--- src/rtl/stopwatch_timer_dp.sv ---
//------------------------------------------------------------------------------
// stopwatch_timer_dp
//
// hh:mm:ss:cc time datapath for the stopwatch / countdown timer. A prescaler
// divides clk down to TICK_HZ. Each tick advances the time fields up
// (stopwatch) or down (countdown timer) with full carry/borrow resolution in
// a single cycle. Preset load, lap capture and a countdown-done pulse are
// provided for the control FSM. The FND display mux reads the outputs.
//
// Ports
//   clk                 system clock, rising edge
//   rst                 asynchronous reset, active low
//   i_runstop           level: 1 = prescaler advances, 0 = frozen
//   i_clear             pulse: zero time, lap and prescaler
//   i_mode              level: 0 = count up, 1 = count down
//   i_load              pulse: load clamped preset fields
//   i_ld_msec/sec/min/hour  preset values
//   i_lap               pulse: capture current time into lap registers
//   o_msec/sec/min/hour live time (registered)
//   o_lap_*             captured lap time (registered)
//   o_lap_valid         lap registers hold a capture
//   o_done              one-cycle pulse when a countdown reaches zero
//------------------------------------------------------------------------------
`default_nettype none

module stopwatch_timer_dp #(
    parameter int  CLK_FREQ = 100_000_000,
    parameter int  TICK_HZ  = 100,
    parameter int  HOUR_MAX = 24,
    localparam int HW       = $clog2(HOUR_MAX)
) (
    input  logic          clk,
    input  logic          rst,
    input  logic          i_runstop,
    input  logic          i_clear,
    input  logic          i_mode,
    input  logic          i_load,
    input  logic [6:0]    i_ld_msec,
    input  logic [5:0]    i_ld_sec,
    input  logic [5:0]    i_ld_min,
    input  logic [HW-1:0] i_ld_hour,
    input  logic          i_lap,
    output logic [6:0]    o_msec,
    output logic [5:0]    o_sec,
    output logic [5:0]    o_min,
    output logic [HW-1:0] o_hour,
    output logic [6:0]    o_lap_msec,
    output logic [5:0]    o_lap_sec,
    output logic [5:0]    o_lap_min,
    output logic [HW-1:0] o_lap_hour,
    output logic          o_lap_valid,
    output logic          o_done
);

    localparam int            FCOUNT    = CLK_FREQ / TICK_HZ;
    localparam int            CW        = (FCOUNT > 1) ? $clog2(FCOUNT) : 1;
    localparam logic [CW-1:0] CNT_LAST  = CW'(FCOUNT - 1);
    localparam logic [HW-1:0] HOUR_LAST = HW'(HOUR_MAX - 1);
    localparam logic [HW-1:0] HOUR_ZERO = {HW{1'b0}};

    // Preset clamp helpers: out-of-range presets saturate at the field maximum.
    function automatic logic [6:0] clamp_msec(input logic [6:0] v);
        clamp_msec = (v > 7'd99) ? 7'd99 : v;
    endfunction

    function automatic logic [5:0] clamp_sixty(input logic [5:0] v);
        clamp_sixty = (v > 6'd59) ? 6'd59 : v;
    endfunction

    function automatic logic [HW-1:0] clamp_hour(input logic [HW-1:0] v);
        clamp_hour = (v > HOUR_LAST) ? HOUR_LAST : v;
    endfunction

    // Registers
    logic [CW-1:0] cnt_r;
    logic          tick_r;
    logic          halt_r;
    logic          mode_d_r;
    logic          done_r;
    logic [6:0]    msec_r;
    logic [5:0]    sec_r;
    logic [5:0]    min_r;
    logic [HW-1:0] hour_r;
    logic [6:0]    lap_msec_r;
    logic [5:0]    lap_sec_r;
    logic [5:0]    lap_min_r;
    logic [HW-1:0] lap_hour_r;
    logic          lap_valid_r;

    // Next-state signals
    logic [6:0]    msec_nx_s;
    logic [5:0]    sec_nx_s;
    logic [5:0]    min_nx_s;
    logic [HW-1:0] hour_nx_s;
    logic          halt_nx_s;
    logic          done_nx_s;
    logic          at_zero_s;
    logic          at_one_s;
    logic          mode_fall_s;

    assign at_zero_s   = (msec_r == 7'd0) && (sec_r == 6'd0) &&
                         (min_r == 6'd0) && (hour_r == HOUR_ZERO);
    assign at_one_s    = (msec_r == 7'd1) && (sec_r == 6'd0) &&
                         (min_r == 6'd0) && (hour_r == HOUR_ZERO);
    // Leaving countdown mode releases a halted timer.
    assign mode_fall_s = mode_d_r & ~i_mode;

    // Prescaler: free-runs while enabled, registered one-cycle tick on wrap.
    always_ff @(posedge clk or negedge rst) begin
        if (!rst) begin
            cnt_r  <= {CW{1'b0}};
            tick_r <= 1'b0;
        end else if (i_clear || i_load) begin
            cnt_r  <= {CW{1'b0}};
            tick_r <= 1'b0;
        end else if (i_runstop && !halt_r) begin
            if (cnt_r == CNT_LAST) begin
                cnt_r  <= {CW{1'b0}};
                tick_r <= 1'b1;
            end else begin
                cnt_r  <= cnt_r + CW'(1);
                tick_r <= 1'b0;
            end
        end else begin
            cnt_r  <= cnt_r;
            tick_r <= 1'b0;
        end
    end

    // Time field next-state: clear > load > tick, carries resolved in one pass.
    always_comb begin
        msec_nx_s = msec_r;
        sec_nx_s  = sec_r;
        min_nx_s  = min_r;
        hour_nx_s = hour_r;
        halt_nx_s = halt_r;
        done_nx_s = 1'b0;

        if (i_clear) begin
            msec_nx_s = 7'd0;
            sec_nx_s  = 6'd0;
            min_nx_s  = 6'd0;
            hour_nx_s = HOUR_ZERO;
            halt_nx_s = 1'b0;
        end else if (i_load) begin
            msec_nx_s = clamp_msec(i_ld_msec);
            sec_nx_s  = clamp_sixty(i_ld_sec);
            min_nx_s  = clamp_sixty(i_ld_min);
            hour_nx_s = clamp_hour(i_ld_hour);
            halt_nx_s = 1'b0;
        end else begin
            if (mode_fall_s) begin
                halt_nx_s = 1'b0;
            end else begin
                halt_nx_s = halt_r;
            end

            if (tick_r && !halt_r) begin
                if (!i_mode) begin
                    // Count up; the top of the hour range wraps silently to zero.
                    if (msec_r != 7'd99) begin
                        msec_nx_s = msec_r + 7'd1;
                    end else begin
                        msec_nx_s = 7'd0;
                        if (sec_r != 6'd59) begin
                            sec_nx_s = sec_r + 6'd1;
                        end else begin
                            sec_nx_s = 6'd0;
                            if (min_r != 6'd59) begin
                                min_nx_s = min_r + 6'd1;
                            end else begin
                                min_nx_s = 6'd0;
                                if (hour_r != HOUR_LAST) begin
                                    hour_nx_s = hour_r + HW'(1);
                                end else begin
                                    hour_nx_s = HOUR_ZERO;
                                end
                            end
                        end
                    end
                end else if (at_zero_s) begin
                    // Already at zero (e.g. run without preset): park, no pulse.
                    halt_nx_s = 1'b1;
                end else begin
                    // Count down; at_zero_s excluded, so some higher field is
                    // non-zero whenever a borrow propagates.
                    if (msec_r != 7'd0) begin
                        msec_nx_s = msec_r - 7'd1;
                    end else begin
                        msec_nx_s = 7'd99;
                        if (sec_r != 6'd0) begin
                            sec_nx_s = sec_r - 6'd1;
                        end else begin
                            sec_nx_s = 6'd59;
                            if (min_r != 6'd0) begin
                                min_nx_s = min_r - 6'd1;
                            end else begin
                                min_nx_s = 6'd59;
                                if (hour_r != HOUR_ZERO) begin
                                    hour_nx_s = hour_r - HW'(1);
                                end else begin
                                    hour_nx_s = HOUR_LAST;
                                end
                            end
                        end
                    end
                    if (at_one_s) begin
                        done_nx_s = 1'b1;
                        halt_nx_s = 1'b1;
                    end else begin
                        done_nx_s = 1'b0;
                    end
                end
            end else begin
                done_nx_s = 1'b0;
            end
        end
    end

    // Time, halt, done and mode-history registers.
    always_ff @(posedge clk or negedge rst) begin
        if (!rst) begin
            msec_r   <= 7'd0;
            sec_r    <= 6'd0;
            min_r    <= 6'd0;
            hour_r   <= HOUR_ZERO;
            halt_r   <= 1'b0;
            done_r   <= 1'b0;
            mode_d_r <= 1'b0;
        end else begin
            msec_r   <= msec_nx_s;
            sec_r    <= sec_nx_s;
            min_r    <= min_nx_s;
            hour_r   <= hour_nx_s;
            halt_r   <= halt_nx_s;
            done_r   <= done_nx_s;
            mode_d_r <= i_mode;
        end
    end

    // Lap capture: samples the pre-tick live value; clear overrides capture.
    always_ff @(posedge clk or negedge rst) begin
        if (!rst) begin
            lap_msec_r  <= 7'd0;
            lap_sec_r   <= 6'd0;
            lap_min_r   <= 6'd0;
            lap_hour_r  <= HOUR_ZERO;
            lap_valid_r <= 1'b0;
        end else if (i_clear) begin
            lap_msec_r  <= 7'd0;
            lap_sec_r   <= 6'd0;
            lap_min_r   <= 6'd0;
            lap_hour_r  <= HOUR_ZERO;
            lap_valid_r <= 1'b0;
        end else if (i_lap) begin
            lap_msec_r  <= msec_r;
            lap_sec_r   <= sec_r;
            lap_min_r   <= min_r;
            lap_hour_r  <= hour_r;
            lap_valid_r <= 1'b1;
        end else begin
            lap_msec_r  <= lap_msec_r;
            lap_sec_r   <= lap_sec_r;
            lap_min_r   <= lap_min_r;
            lap_hour_r  <= lap_hour_r;
            lap_valid_r <= lap_valid_r;
        end
    end

    assign o_msec      = msec_r;
    assign o_sec       = sec_r;
    assign o_min       = min_r;
    assign o_hour      = hour_r;
    assign o_lap_msec  = lap_msec_r;
    assign o_lap_sec   = lap_sec_r;
    assign o_lap_min   = lap_min_r;
    assign o_lap_hour  = lap_hour_r;
    assign o_lap_valid = lap_valid_r;
    assign o_done      = done_r;

endmodule

`default_nettype wire

--- config.mk ---
export PLATFORM = sky130hd
export DESIGN_NAME = stopwatch_timer_dp
export DESIGN_NICKNAME = d
export VERILOG_FILES = /design/src/rtl/stopwatch_timer_dp.sv
export SDC_FILE = /design/constraint.sdc
export NUM_CORES = 1
export LEC_CHECK = 0
export ABC_AREA = 0
export CORE_ASPECT_RATIO = 1.1
export CORE_MARGIN = 5
export CORE_UTILIZATION = 49
export CTS_CLUSTER_SIZE = 14
export DETAILED_ROUTE_END_ITERATION = 7
export HOLD_SLACK_MARGIN = 0.1
export PLACE_DENSITY = 0.78
export SLEW_MARGIN = 30
export SYNTH_ARGS = -nofsm -noshare
export SYNTH_HDL_FRONTEND = slang
export SYNTH_SLANG_ARGS = --single-unit
--- constraint.sdc ---
create_clock -name clk -period 2.1 [get_ports clk]
set_clock_uncertainty 0.1 [all_clocks]
set_input_delay 0.21 -clock clk [delete_from_list [all_inputs] [get_ports clk]]
set_output_delay 0.21 -clock clk [all_outputs]
set_load 0.03 [all_outputs]
# Word level (Yosys, flattened, before mapping)

Cells that the tools add are included.

Bitwise logic cells: 2
Multiplexer cells: 73
$add $sub $neg: 9
$lt $le $gt $ge: 4
Reductions and logical operators: 25
Eq/ne operators: 13

Operators with widths:

| kind                    | number |
|---|---|
| $mux W6                 | 26 |
| $mux W5                 | 16 |
| $mux W7                 | 10 |
| $mux W20                | 3 |
| $ne A4 B4 Y1 const B    | 7 |
| $add A20 B1 Y20 const B | 1 |
| $eq A20 B20 Y1 const B  | 1 |
| $mux W1                 | 18 |
| $add A6 B1 Y6 const B   | 2 |
| $gt A6 B6 Y1 const B    | 2 |
| $logic_not A6 Y1        | 2 |
| $ne A6 B6 Y1 const B    | 2 |
| $reduce_bool A6 Y1      | 2 |
| $sub A6 B1 Y6 const B   | 2 |
| $logic_and A1 B1 Y1     | 8 |
| $reduce_and A8 Y1       | 1 |
| $add A7 B1 Y7 const B   | 1 |
| $eq A7 B1 Y1 const B    | 1 |
| $gt A7 B7 Y1 const B    | 1 |
| $logic_not A7 Y1        | 1 |
| $ne A7 B7 Y1 const B    | 1 |
| $reduce_bool A7 Y1      | 1 |
| $sub A7 B1 Y7 const B   | 1 |
| $reduce_and A6 Y1       | 1 |
| 14 further kinds        | 15 |

Word-level logic and storage cells: 140
Output and inout bits: 50
Input bits: 31
Bits in registers: 73

# Depth between registers and ports, before layout

Gate-level depths: netlist of the first run.

Depth after elaboration: 10
Depth in mapped cells: 9
Depth with buffers taken out: 8

# Least setup slack after synthesis of the first run

OpenSTA, ideal clock, no wires.

Path kind: flip-flop to flip-flop
From: register sec_r[0] (netlist: o_sec[0])
To: register hour_r[1] (netlist: o_hour[1])
Cell stages (with the launch flop): 9
Data required time: 1.872 ns
Buffers on the path: 1
Library setup time: 0.128 ns
Arrival time: 2.204 ns
Clock period less this slack: 2.431 ns
Slack: -0.331 ns
Cells stage by stage: dfrtp_1 clkbuf_1 inv_1 ha_1 nor3b_2 nand4_2 o32ai_4 nor2_2 mux2_1

Word-level cells in the longest chain between the ends: 6
Elaborated cells on any way between the ends: 10
Those cells by class: eq/ne (4); reduce/logical (6)

RTL lines:

| item                                   | RTL line | text |
|---|---|---|
| from (decl)                            | 81       | `logic [5:0] sec_r;` |
| from (signal assigned)                 | 232      | `sec_r <= sec_nx_s;` |
| $logic_not A6 Y1                       | 101      | `assign at_zero_s = (msec_r == 7'd0) && (sec_r == 6'd0) &&` |
| $logic_and A1 B1 Y1 (2 in a row)       | 101      |  |
| $logic_and A1 B1 Y1                    | 102      | `(min_r == 6'd0) && (hour_r == HOUR_ZERO);` |
| $ne A4 B4 Y1 (no source line)          | --       |  |
| $reduce_and A8 Y1 (no source line) (*) | --       |  |
| to (signal assigned)                   | 234      | `hour_r <= hour_nx_s;` |
| to (decl)                              | 83       | `logic [HW-1:0] hour_r;` |

Mark *: on every way between the ends. The rest lies on a longest branch, timed or not.
A chain may end at the register's enable or synchronous reset.

# Worst setup path after layout of the first run

From: register sec_r[1] (netlist: o_sec[1])
To: register min_r[5] (netlist: o_min[5])

Word-level cells in the longest chain between the ends: 6
Elaborated cells on any way between the ends: 10
Those cells by class: eq/ne (4); reduce/logical (6)

RTL lines:

| item                                   | RTL line | text |
|---|---|---|
| $logic_not A6 Y1                       | 101      |  |
| $logic_and A1 B1 Y1 (2 in a row)       | 101      |  |
| $logic_and A1 B1 Y1                    | 102      |  |
| $ne A4 B4 Y1 (no source line)          | --       |  |
| $reduce_and A6 Y1 (no source line) (*) | --       |  |
| to (signal assigned)                   | 233      | `min_r <= min_nx_s;` |
| to (decl)                              | 82       | `logic [5:0] min_r;` |

Marks and branches as above.

==> results of run 1 <==
flip-flops by register name, indices dropped and copies added, names as in the netlist, 5 cells and up:
signal,cells
cnt_r,20
o_hour,5
o_lap_hour,5
o_lap_min,6
o_lap_msec,7
o_lap_sec,6
o_min,6
o_msec,7
o_sec,6
path summary, 6_finish.rpt:
path	end	slack (ps)	cells past startpoint
min reg2reg	o_lap_valid$_DFFE_PN0P_	400	2
min	o_lap_min[2]$_DFFE_PN0P_	250	2
min in group clk	o_msec[2]$_DFFE_PN0P_	370	2
max in group asynchronous	o_msec[0]$_DFFE_PN0P_	1050	3
max reg2reg	o_min[5]$_DFFE_PN0P_	-70	8
max	o_min[5]$_DFFE_PN0P_	-70	8
power breakdown:
part / switching (uW) / internal, uW
Clock: 541 / 700
Sequential: 103 / 1510
Combinational: 1000 / 844
worst max-delay path: cells and delay by family (launching register included):
family                   cells  cell delay (ps)
AND/OR/NAND/NOR              2              440
multiplexers                 1              310
flip-flops                   1              430
AO/OA/AOI/OAI                2              390
buffers and inverters        2              260
adder cells (fa/ha/maj)      1              120
metrics by stage:
stage / setup slack (ps) / utilization [%] / hold WS (ps) / std cells / TNS (ps)
floorplan: -151 / - / -186 / 566 / -1500
global placement: -67.4 / 64.6 / 97.4 / 798 / -580
detailed placement: -165 / 64.6 / 97.3 / 798 / -1950
CTS: -50.1 / 68.0 / 257 / 820 / -310
global route: -145 / 70.8 / 308 / 833 / -2270
finish: -69.6 / 70.8 / 254 / 833 / -529
layer usage:
metal,global-route usage (%),up-vias
met5,0,-
met4,8.70,0
met3,4.04,28
met2,42.9,173
met1,30.6,2382
li1,-,2306
logic make-up (layout without fill, tap and decap cells):
family | after synthesis | count (layout) | share of synthesized area (%)
compound gates | 128 | 128 | 17.7
xor+xnor | 23 | 23 | 4.12
fa+ha+maj | 13 | 13 | 3.33
buf+inv | 63 | 210 | 5.43
flops | 73 | 73 | 37.4
mux | 38 | 38 | 7.99
simple gates | 228 | 228 | 24.0
timing repair:
action / in CTS / in global routing
hold buffers: 2 / 0
resized for setup: 16 / 34
endpoints found under the setup margin: 24 / 39
setup buffers: 4 / 11
endpoints found under the hold margin: 38 / 0
pin swaps: 9 / 13
gates cloned: 0 / 2
layout make-up:
type | instances | area share [%]
Inverter | 19 | 1.06
Clock inverter | 5 | 1.14
Multi-Input combinational cell | 430 | 43.9
Sequential cell | 73 | 26.5
Clock buffer | 11 | 2.04
Tap cell | 120 | 2.16
Timing Repair Buffer | 175 | 23.2
cell usage in the layout (no fill, tap or decap), types with 4 or more instances in the layout:
cell type        count
clkdlybuf4s50_1     76
xnor2_1             10
mux2_4               7
nor3_2               4
a31oi_1              8
nor3_1              14
nand2_1             46
o41ai_1              4
and3_1               7
nand4_1             14
inv_1               14
dfrtp_2             10
dfrtp_1             63
o21ai_1              5
a21oi_1             28
or3_1                5
a22oi_1              4
clkbuf_8            10
and2_1               4
nor2b_1              4
xor2_1              13
a221oi_1             4
nand2b_1             4
buf_4               83
nand3_1             18
o31ai_1              7
nor2_1              69
buf_12               4
ha_1                 9
or2_2                4
mux2i_1             30
o21ai_0             27
inv_2                4
==> key figures, run 1 <==
Outcome
  – Status: finished with violations
  – Failing checks: negative setup slack

CTS
  – CTS tree: yes
  – Clock Sinks: 73
  – CTS HTree Levels: 3
  – CTS Buffer Depth: 2
  – Reg clk slew, reported paths: 80 ps
  – Clk Latency, worst-skew pair: 360 ps
  – Clock Root Buffer: clkbuf_8
  – Total CTS buffers: 9

Final layout
  – N_diodes: 0
  – Register area: 1840 sq um
  – # fillers: roughly 720
  – Design Area, Final: 6940 sq um
  – Final #Nets: 752
  – Area delta synth->final: 41.9%
  – Combined area of the multi-input logic cells: 3050 sq um
  – Share of post-route cells with drive strength above 1: 25.9%

Drt
  – M1 WL: 6220 um
  – Via/cell ratio: 5.87
  – Routed Antenna Nets: 0
  – Average wire per cell in the routed design: 18.1 um
  – Via count: between 4k and 5k
  – DR pass1 iterations: 5
  – # DRC: 0
  – WL final: ~15000 um
  – Top layer in use: met4
  – Metal3 WL: around 850 um
  – First DRT Iteration DRCs: 324
  – Met2 WL: 7710 um

Worst setup path
  – Startpoint types: flop
  – Max incr delay on CP: 430 ps
  – Worst Setup End Kind: flop
  – CP Class: reg2reg
  – Worst path arrival time: roughly 2300 ps
  – CP startpoint: o_sec[1]$_DFFE_PN0P_
  – Crit-path max FO: 5
  – Worst EP required: 2240 ps
  – Slowest cell on crit path: dfrtp_2
  – FF-to-FF Start: o_sec[1]$_DFFE_PN0P_
  – Crit path cell chain: inv_2, ha_4, nor3b_4, nand4_4, o32ai_4, buf_12, a21oi_4, mux2_4

Floorplanning
  – Floorplan row count: 38
  – Die X: 105 um
  – Core box area: roughly 9800 sq um
  – Die area: 12100 sq um
  – Io pins: 81
  – Initial Util: 49.9%
  – Floorplan die height: 115 um

Pwr
  – Leak: 0.00299 uW
  – Peak VDD IR: 0.000457 V
  – Power Density: around 680 nW/um^2
  – Total power: 4700 uW

Synth
  – Mapped Area: roughly 4900 sq um
  – Synth Area per Inst: 8.63 sq um
  – Yosys top cell by area: dfrtp_1
  – Synth area leaders: dfrtp_1 37%, mux2i_1 6.1%, nor2_1 5.5%
  – Register area share after synthesis: 37.4%
  – Synthesized instance count: 566
  – Post-synthesis net count: 610
  – Post-synth top area share: about 37%
  – Most instantiated cells after synthesis: 73 x dfrtp_1, 72 x nor2_1, 47 x nand2_1, 31 x o21ai_0
  – EDFF count, synth: 0
  – Synth Register Bits: 73
  – Asr flop ratio synth: 100%
  – Post-synth top flop: dfrtp_1
  – Yosys Warn Count: 0
  – Synth cell types: between 60 and 70
  – Most common cell in the synthesized netlist: dfrtp_1

Timing
  – Slew @ Worst Pin: 802 ps
  – Max Freq: 461 MHz
  – Slew headroom: 46.6%
  – Final WS setup: -69.6 ps
  – Fin crit share: 103%
  – Hold Vio Cnt, Final: 0
  – Unrepaired setup endpoints after global routing: true
  – Max-slew violation count: 0
  – Tmin final: 2170 ps
  – Endpoints failing setup: 14

Global route
  – Initial antenna violation count: 0
  – Vias in the first global route: 4922
  – GR Util All Layers: 24.5%
  – Largest net degree at the start of global routing: 40
  – Global-route wire length before repair: roughly 24000 um
  – GRT Residual Overflow: 0

Worst hold path
  – Path type of the worst min-delay path: in2async

Placement
  – GPL Wtd Cong: roughly 0.90
  – Port Buffers: 80
  – Area after DPL: 6320 sq um
  – Post-DP HPWL: 10600 um

Job
  – Max Cap Viol: 0
(Power assumes the default switching activity.)
==> run 2: changes to the inputs <==
Settings changed: CORE_UTILIZATION 49 to 40, CTS_CLUSTER_SIZE 14 to not set, PLACE_DENSITY 0.78 to 0.66.
==> run 2 against run 1 <==
  * The flow still finishes with violations (negative setup slack)
  * Setup slack better by 39 ps
  * Die area up 20%
  * Sequential share of layout area down 0.25 points
  * Combinational power about the same
  * Total power up 6.0%
  * Flip-flop and latch count unchanged
  * Wire length down 3.9%
==> key figures, run 2 (synthesis results as in run 1) <==
Drt
  – # DRC: 0 (unchanged)
  – Average wire per cell in the routed design: 16.6 um (was 18.1 um)
  – WL final: 14500 um (was 15100 um)
  – Routed Antenna Nets: 0 (unchanged)
  – DR pass1 iterations: 5 (unchanged)
  – Via count: 4824 (was 4889)
  – Via/cell ratio: 5.53 (was 5.87)
  – First DRT Iteration DRCs: 376 (was 324)

Final layout
  – N_diodes: 0 (unchanged)
  – Area delta synth->final: 43.3% (was 41.9%)
  – Commonest non-fill, non-tap cell in the layout: buf_4 (unchanged)
  – Count of non-filler cells in the finished layout: 872 (was 833)
  – Top reg by flops: cnt_r (unchanged)
  – Max FFs per register: 20 (unchanged)
  – Final #Nets: 757 (was 752)
  – Share of post-route cells with drive strength above 1: 25.6% (was 25.9%)
  – Most frequent cells in the layout: 91 x buf_4, 77 x clkdlybuf4s50_1, 70 x nor2_1, 63 x dfrtp_1, 45 x nand2_1 (was 83 x buf_4, 76 x clkdlybuf4s50_1, 69 x nor2_1, 63 x dfrtp_1, 46 x nand2_1)

Global route
  – Vias in the first global route: 4838 (was 4922)
  – Global-route wire length before repair: 23900 um (was 24200 um)
  – GRT Residual Overflow: 0 (unchanged)
  – Initial antenna violation count: 0 (unchanged)
  – GR Util All Layers: 20.4% (was 24.5%)
  – Largest net degree at the start of global routing: 46 (was 40)

Worst setup path
  – CP Class: reg2reg (unchanged)
  – FF-to-FF Start: o_sec[0]$_DFFE_PN0P_ (was o_sec[1]$_DFFE_PN0P_)
  – Startpoint types: flop (unchanged)
  – Crit-path max FO: 6 (was 5)
  – R2r worst-path depth: 7 (was 8)
  – Worst Setup End Kind: flop (unchanged)
  – Worst EP required: 2230 ps (was 2240 ps)
  – R2R Path End: o_sec[3]$_DFFE_PN0P_ (was o_min[5]$_DFFE_PN0P_)
  – Worst path arrival time: 2260 ps (was 2310 ps)
  – R2R Setup Slk: -30 ps (was -70 ps)

Placement
  – Port Buffers: 80 (unchanged)
  – GPL Wtd Cong: 0.897 (was 0.900)
  – DP Cell Count: 843 (was 798)
  – Post-DP HPWL: 10700 um (was 10600 um)
  – Setup WS pre-CTS: -133 ps (was -165 ps)

Timing
  – Hold Vio Cnt, Final: 0 (unchanged)
  – Unrepaired setup endpoints after global routing: true (unchanged)
  – WHS: 248 ps (was 254 ps)
  – Max-slew violation count: 0 (unchanged)
  – Slew headroom: 64.8% (was 46.6%)
  – Endpoints failing setup: 5 (was 14)
  – Slew @ Worst Pin: 529 ps (was 802 ps)
  – Final WS setup: -30.7 ps (was -69.6 ps)
  – Max Freq: 469 MHz (was 461 MHz)
  – Tmin final: 2130 ps (was 2170 ps)
  – Fin crit share: 101% (was 103%)

CTS
  – CTS HTree Levels: 3 (unchanged)
  – Clock Sinks: 73 (unchanged)
  – Reg clk slew, reported paths: 60 ps (was 80 ps)
  – Clk Latency, worst-skew pair: 340 ps (was 360 ps)
  – Clock Root Buffer: clkbuf_16 (was clkbuf_8)
  – CTS Buffer Depth: 2 (unchanged)
  – CTS tree: yes (unchanged)
  – Total CTS buffers: 9 (unchanged)

Job
  – Max Cap Viol: 0 (unchanged)

Worst hold path
  – Path type of the worst min-delay path: in2async (unchanged)

Floorplanning
  – Die area: 14500 sq um (was 12100 sq um)
  – Io pins: 81 (unchanged)
  – Initial Util: 40.8% (was 49.9%)
  – Core box area: 12000 sq um (was 9790 sq um)
  – Floorplan die height: 126 um (was 115 um)
  – Die X: 115 um (was 105 um)
  – Floorplan row count: 42 (was 38)

Pwr
  – Peak VDD IR: 0.000381 V (was 0.000457 V)
  – Power Density: 712 nW/um^2 (was 678 nW/um^2)
  – Leak: 0.00302 uW (was 0.00299 uW)

Outcome
  – Failing checks: negative setup slack (unchanged)
  – Status: finished with violations (unchanged)
[run 2: cell count changes in the layout (fill, tap and decap cells not counted), moves of 2 or more]
cell / previous run / this run
buf_12: 4 / 2
nand3_2: 3 / 1
buf_4: 83 / 91
buf_6: 3 / 6
clkbuf_16: 1 / 9
a21oi_1: 28 / 30
clkbuf_8: 10 / 1
or2_4: 0 / 2
buf_8: 2 / 0
o21ai_1: 5 / 7
a21oi_2: 2 / 0
clkinv_2: 2 / 4
[run 2: cell type report]
class                           count  area, sq um
Fill cell                        1056         4980
Clock buffer                       10          239
Inverter                           19         73.8
Clock inverter                      6         57.6
Multi-Input combinational cell    430         3010
Sequential cell                    73         1840
Timing Repair Buffer              180         1590
Tap cell                          154          193
[run 2: report_power, final]
| part | internal (uW) | switching, uW | total (uW) |
|---|---|---|---|
| Combinational | 856 | 977 | 1830 |
| Clock | 943 | 605 | 1550 |
| Sequential | 1510 | 90.8 | 1600 |
[run 2: per-stage QoR]
stage	utilization, %	TNS [ps]	total power, uW	cell area, sq um
3_5_place_dp	53.7	-1560	3340	6430
3_3_place_gp	53.7	-1350	3320	6430
4_1_cts	57.2	-42.9	4950	6860
5_1_grt	58.4	-1130	5250	7000
2_1_floorplan	-	-1500	2620	4990
6_report	58.4	-44.7	4980	7000
[run 2: worst max path at each step]
stage | from | to | slack [ps] | cells past startpoint
after global placement | i_mode | o_min[3]$_DFFE_PN0P_ | -130 | 7
after detailed placement | i_mode | o_min[1]$_DFFE_PN0P_ | -130 | 7
after CTS | o_sec[1]$_DFFE_PN0P_ | o_sec[3]$_DFFE_PN0P_ | -40 | 7
after global routing | o_hour[0]$_DFFE_PN0P_ | o_hour[4]$_DFFE_PN0P_ | -110 | 11
after floorplan | o_sec[0]$_DFFE_PN0P_ | o_min[5]$_DFFE_PN0P_ | -150 | 8
final | o_sec[0]$_DFFE_PN0P_ | o_sec[3]$_DFFE_PN0P_ | -30 | 7
[run 2: per-layer routing]
metal  vias to the layer above  share of wire [%]  global-route usage, %
li1                       2327                  -                      -
met3                        18                5.2                   3.74
met2                       116                 49                   33.8
met1                      2363                 44                   26.5
met5                         -                  0                      0
met4                         0                1.7                   7.25
[run 2: worst max-delay path, stage by stage, from the launching register on]
cell and delay [ps]:
dfrtp_2 430, inv_4 70, ha_4 130, nor3b_4 250, nand4_4 170, o311ai_4 420
nand2_4 140, mux2_4 320
[run 2: repair_timing]
item	4_1_cts	5_1_grt
hold buffers	2	0
endpoints found under the hold margin	30	0
pin swaps	9	14
setup buffers	5	7
resized for setup	18	27
setup endpoints to repair	20	35
==> run 3: changes to the inputs <==
Settings changed: SKIP_LAST_GASP set to 1.
==> run 3 against run 2 <==
  * The run still ends with negative setup slack left
  * Fmax about the same
  * Cell count is 0.11% lower
  * Hold slack about the same
  * Setup slack got worse by 1.8 ps
  * Global-route usage stayed put
  * Critical endpoint unchanged
  * Largest cell class unchanged
  * Largest power group unchanged
==> key figures, run 3 (synthesis results as in run 1) <==
Worst setup path
  – Buffers & Inverters on Critical Path: 1 (unchanged)
  – Crit path cell chain: inv_4, ha_4, nor3b_4, nand4_4, o311ai_4, nand2_4, mux2_4 (unchanged)
  – CP Class: reg2reg (unchanged)
  – CP startpoint: o_sec[0]$_DFFE_PN0P_ (unchanged)
  – CP delay by family, top: simple AND/OR/NAND/NOR gates (unchanged)
  – Crit-path max FO: 6 (unchanged)
  – Startpoint types: flop (unchanged)
  – Max incr delay on CP: 430 ps (about the same)
  – FF-to-FF Start: o_sec[0]$_DFFE_PN0P_ (unchanged)
  – Worst path arrival time: 2260 ps (about the same)
  – Worst EP required: 2230 ps (about the same)
  – Worst Setup End Kind: flop (unchanged)
  – Slowest cell on crit path: dfrtp_2 (unchanged)

Final layout
  – Share of post-route cells with drive strength above 1: 25.4% (was 25.6%)
  – Top reg by flops: cnt_r (unchanged)
  – Most frequent cells in the layout: 90 x buf_4, 77 x clkdlybuf4s50_1, 70 x nor2_1, 63 x dfrtp_1, 45 x nand2_1 (was 91 x buf_4, 77 x clkdlybuf4s50_1, 70 x nor2_1, 63 x dfrtp_1, 45 x nand2_1)
  – Count of non-filler cells in the finished layout: 871 (was 872)
  – Max FFs per register: 20 (unchanged)
  – Combined area of the multi-input logic cells: 3010 sq um (unchanged)
  – Area delta synth->final: 43.1% (was 43.3%)
  – Final #Nets: 756 (was 757)
  – Commonest non-fill, non-tap cell in the layout: buf_4 (unchanged)
  – # fillers: 1054 (was 1056)
  – N_diodes: 0 (unchanged)
  – Register area: 1840 sq um (unchanged)
  – Final core utilization: 58.4% (about the same)

CTS
  – Total CTS buffers: 9 (unchanged)
  – Reg clk slew, reported paths: 60 ps (about the same)
  – CTS HTree Levels: 3 (unchanged)
  – Clock Root Buffer: clkbuf_16 (unchanged)
  – Clk Latency, worst-skew pair: 340 ps (about the same)
  – CTS tree: yes (unchanged)
  – Clock Sinks: 73 (unchanged)
  – CTS Buffer Depth: 2 (unchanged)

Global route
  – Initial antenna violation count: 0 (unchanged)
  – Global-route wire length before repair: 23900 um (unchanged)
  – GRT Residual Overflow: 0 (unchanged)
  – Vias in the first global route: 4836 (was 4838)
  – GR Util All Layers: 20.4% (unchanged)
  – Largest net degree at the start of global routing: 46 (unchanged)

Pwr
  – Switch Pwr: 1670 uW (about the same)
  – Clock network fraction of total power: 31.1% (about the same)
  – Peak VDD IR: 0.000381 V (about the same)
  – Reg power frac: 32.1% (about the same)
  – Power Density: 712 nW/um^2 (about the same)
  – Combinational cell fraction of total power: 36.8% (about the same)
  – Sw Ratio: 33.6% (about the same)
  – Internal power: 3310 uW (about the same)
  – Total power: 4980 uW (about the same)
  – Leak: 0.00302 uW (about the same)

Floorplanning
  – Die area: 14500 sq um (unchanged)
  – Floorplan row count: 42 (unchanged)
  – Die X: 115 um (unchanged)
  – Core box area: 12000 sq um (unchanged)
  – Floorplan die height: 126 um (unchanged)
  – Initial Util: 40.8% (unchanged)
  – Io pins: 81 (unchanged)

Placement
  – DP Cell Count: 843 (unchanged)
  – Post-DP HPWL: 10700 um (unchanged)
  – GPL Wtd Cong: 0.897 (unchanged)
  – Port Buffers: 80 (unchanged)

Drt
  – Met2 WL: 7080 um (was 7100 um)
  – M1 WL: 6450 um (was 6390 um)
  – Average wire per cell in the routed design: 16.7 um (was 16.6 um)
  – # DRC: 0 (unchanged)
  – Via count: 4822 (was 4824)
  – Metal3 WL: 705 um (was 748 um)
  – Top layer in use: met4 (unchanged)
  – Via/cell ratio: 5.54 (was 5.53)
  – Routed Antenna Nets: 0 (unchanged)
  – DR pass1 iterations: 5 (unchanged)
  – WL final: 14500 um (about the same)
  – First DRT Iteration DRCs: 311 (was 376)

Timing
  – Tmin final: 2130 ps (about the same)
  – Slew headroom: 64.7% (was 64.8%)
  – Hold Vio Cnt, Final: 0 (unchanged)
  – Endpoints failing setup: 2 (was 5)
  – Max-slew violation count: 0 (unchanged)
  – Slew @ Worst Pin: 529 ps (about the same)
  – Max Freq: 469 MHz (about the same)
  – Fin crit share: 102% (was 101%)
  – Unrepaired setup endpoints after global routing: true (unchanged)
  – Final WS setup: -32.5 ps (was -30.7 ps)

Outcome
  – Status: finished with violations (unchanged)
  – Failing checks: negative setup slack (unchanged)

Worst hold path
  – Path type of the worst min-delay path: in2async (unchanged)

Job
  – Max Cap Viol: 0 (unchanged)
-- run 3: cell types whose count changed in the layout (fill, tap and decap cells not counted), sizes merged --
cell	previous run	this run
buf	101	100
-- run 3: final cells by class --
type | instances | area share, %
clock buffer | 10 | 3.42
clock inverter | 6 | 0.823
inverter | 19 | 1.06
multi-input combinational | 430 | 43.0
sequential | 73 | 26.3
tap | 154 | 2.76
timing repair buffer | 179 | 22.7
-- run 3: worst reg2reg max path: cells and delay by family (launching register included) --
family | cells | cell delay, ps
buffers and inverters | 1 | 70
AOI/OAI and AO/OA | 1 | 420
DFF | 1 | 430
and+or+nand+nor | 3 | 560
muxes | 1 | 320
adders and majority gates | 1 | 130
-- run 3: power by group through the flow --
stage / clock [uW] / sequential (uW) / combinational, uW
3_5_place_dp: 0 / 1620 / 1720
3_3_place_gp: 0 / 1620 / 1700
5_1_grt: 1650 / 1610 / 1980
4_1_cts: 1580 / 1600 / 1760
2_1_floorplan: 0 / 1810 / 812
6_report: 1550 / 1600 / 1830
-- run 3: stage by stage --
step	area (sq um)	setup slack, ps	hold WS, ps	TNS [ps]
detailed placement	6430	-133	93.6	-1560
floorplan	4990	-151	-186	-1500
global placement	6430	-135	86.4	-1350
CTS	6850	-38.3	263	-89.2
finish	6990	-32.5	248	-35.4
global route	6990	-108	296	-1140
-- run 3: worst paths after layout --
check	to	cells after the start	slack, ps
worst max-delay path	o_sec[3]$_DFFE_PN0P_	7	-30
worst min-delay path	o_lap_min[4]$_DFFE_PN0P_	2	250
worst max register to register	o_sec[3]$_DFFE_PN0P_	7	-30
worst min register to register	o_lap_valid$_DFFE_PN0P_	2	410
max in group asynchronous	cnt_r[1]$_DFFE_PN0P_	3	1060
min in group clk	o_lap_valid$_DFFE_PN0P_	3	290
-- run 3: per-layer routing --
metal  vias to the layer above  global-route usage (%)
met1                      2353                    26.5
met4                         0                    7.25
met2                       118                    33.8
met3                        23                    3.74
li1                       2328                       -
met5                         -                       0
-- run 3: repair_timing --
| item | in CTS | in global routing |
|---|---|---|
| hold buffers | 2 | 0 |
| setup buffers | 5 | 6 |
| hold endpoints to repair | 30 | 0 |
| gates resized for setup | 15 | 29 |
| endpoints found under the setup margin | 20 | 35 |
| pin swaps | 8 | 11 |
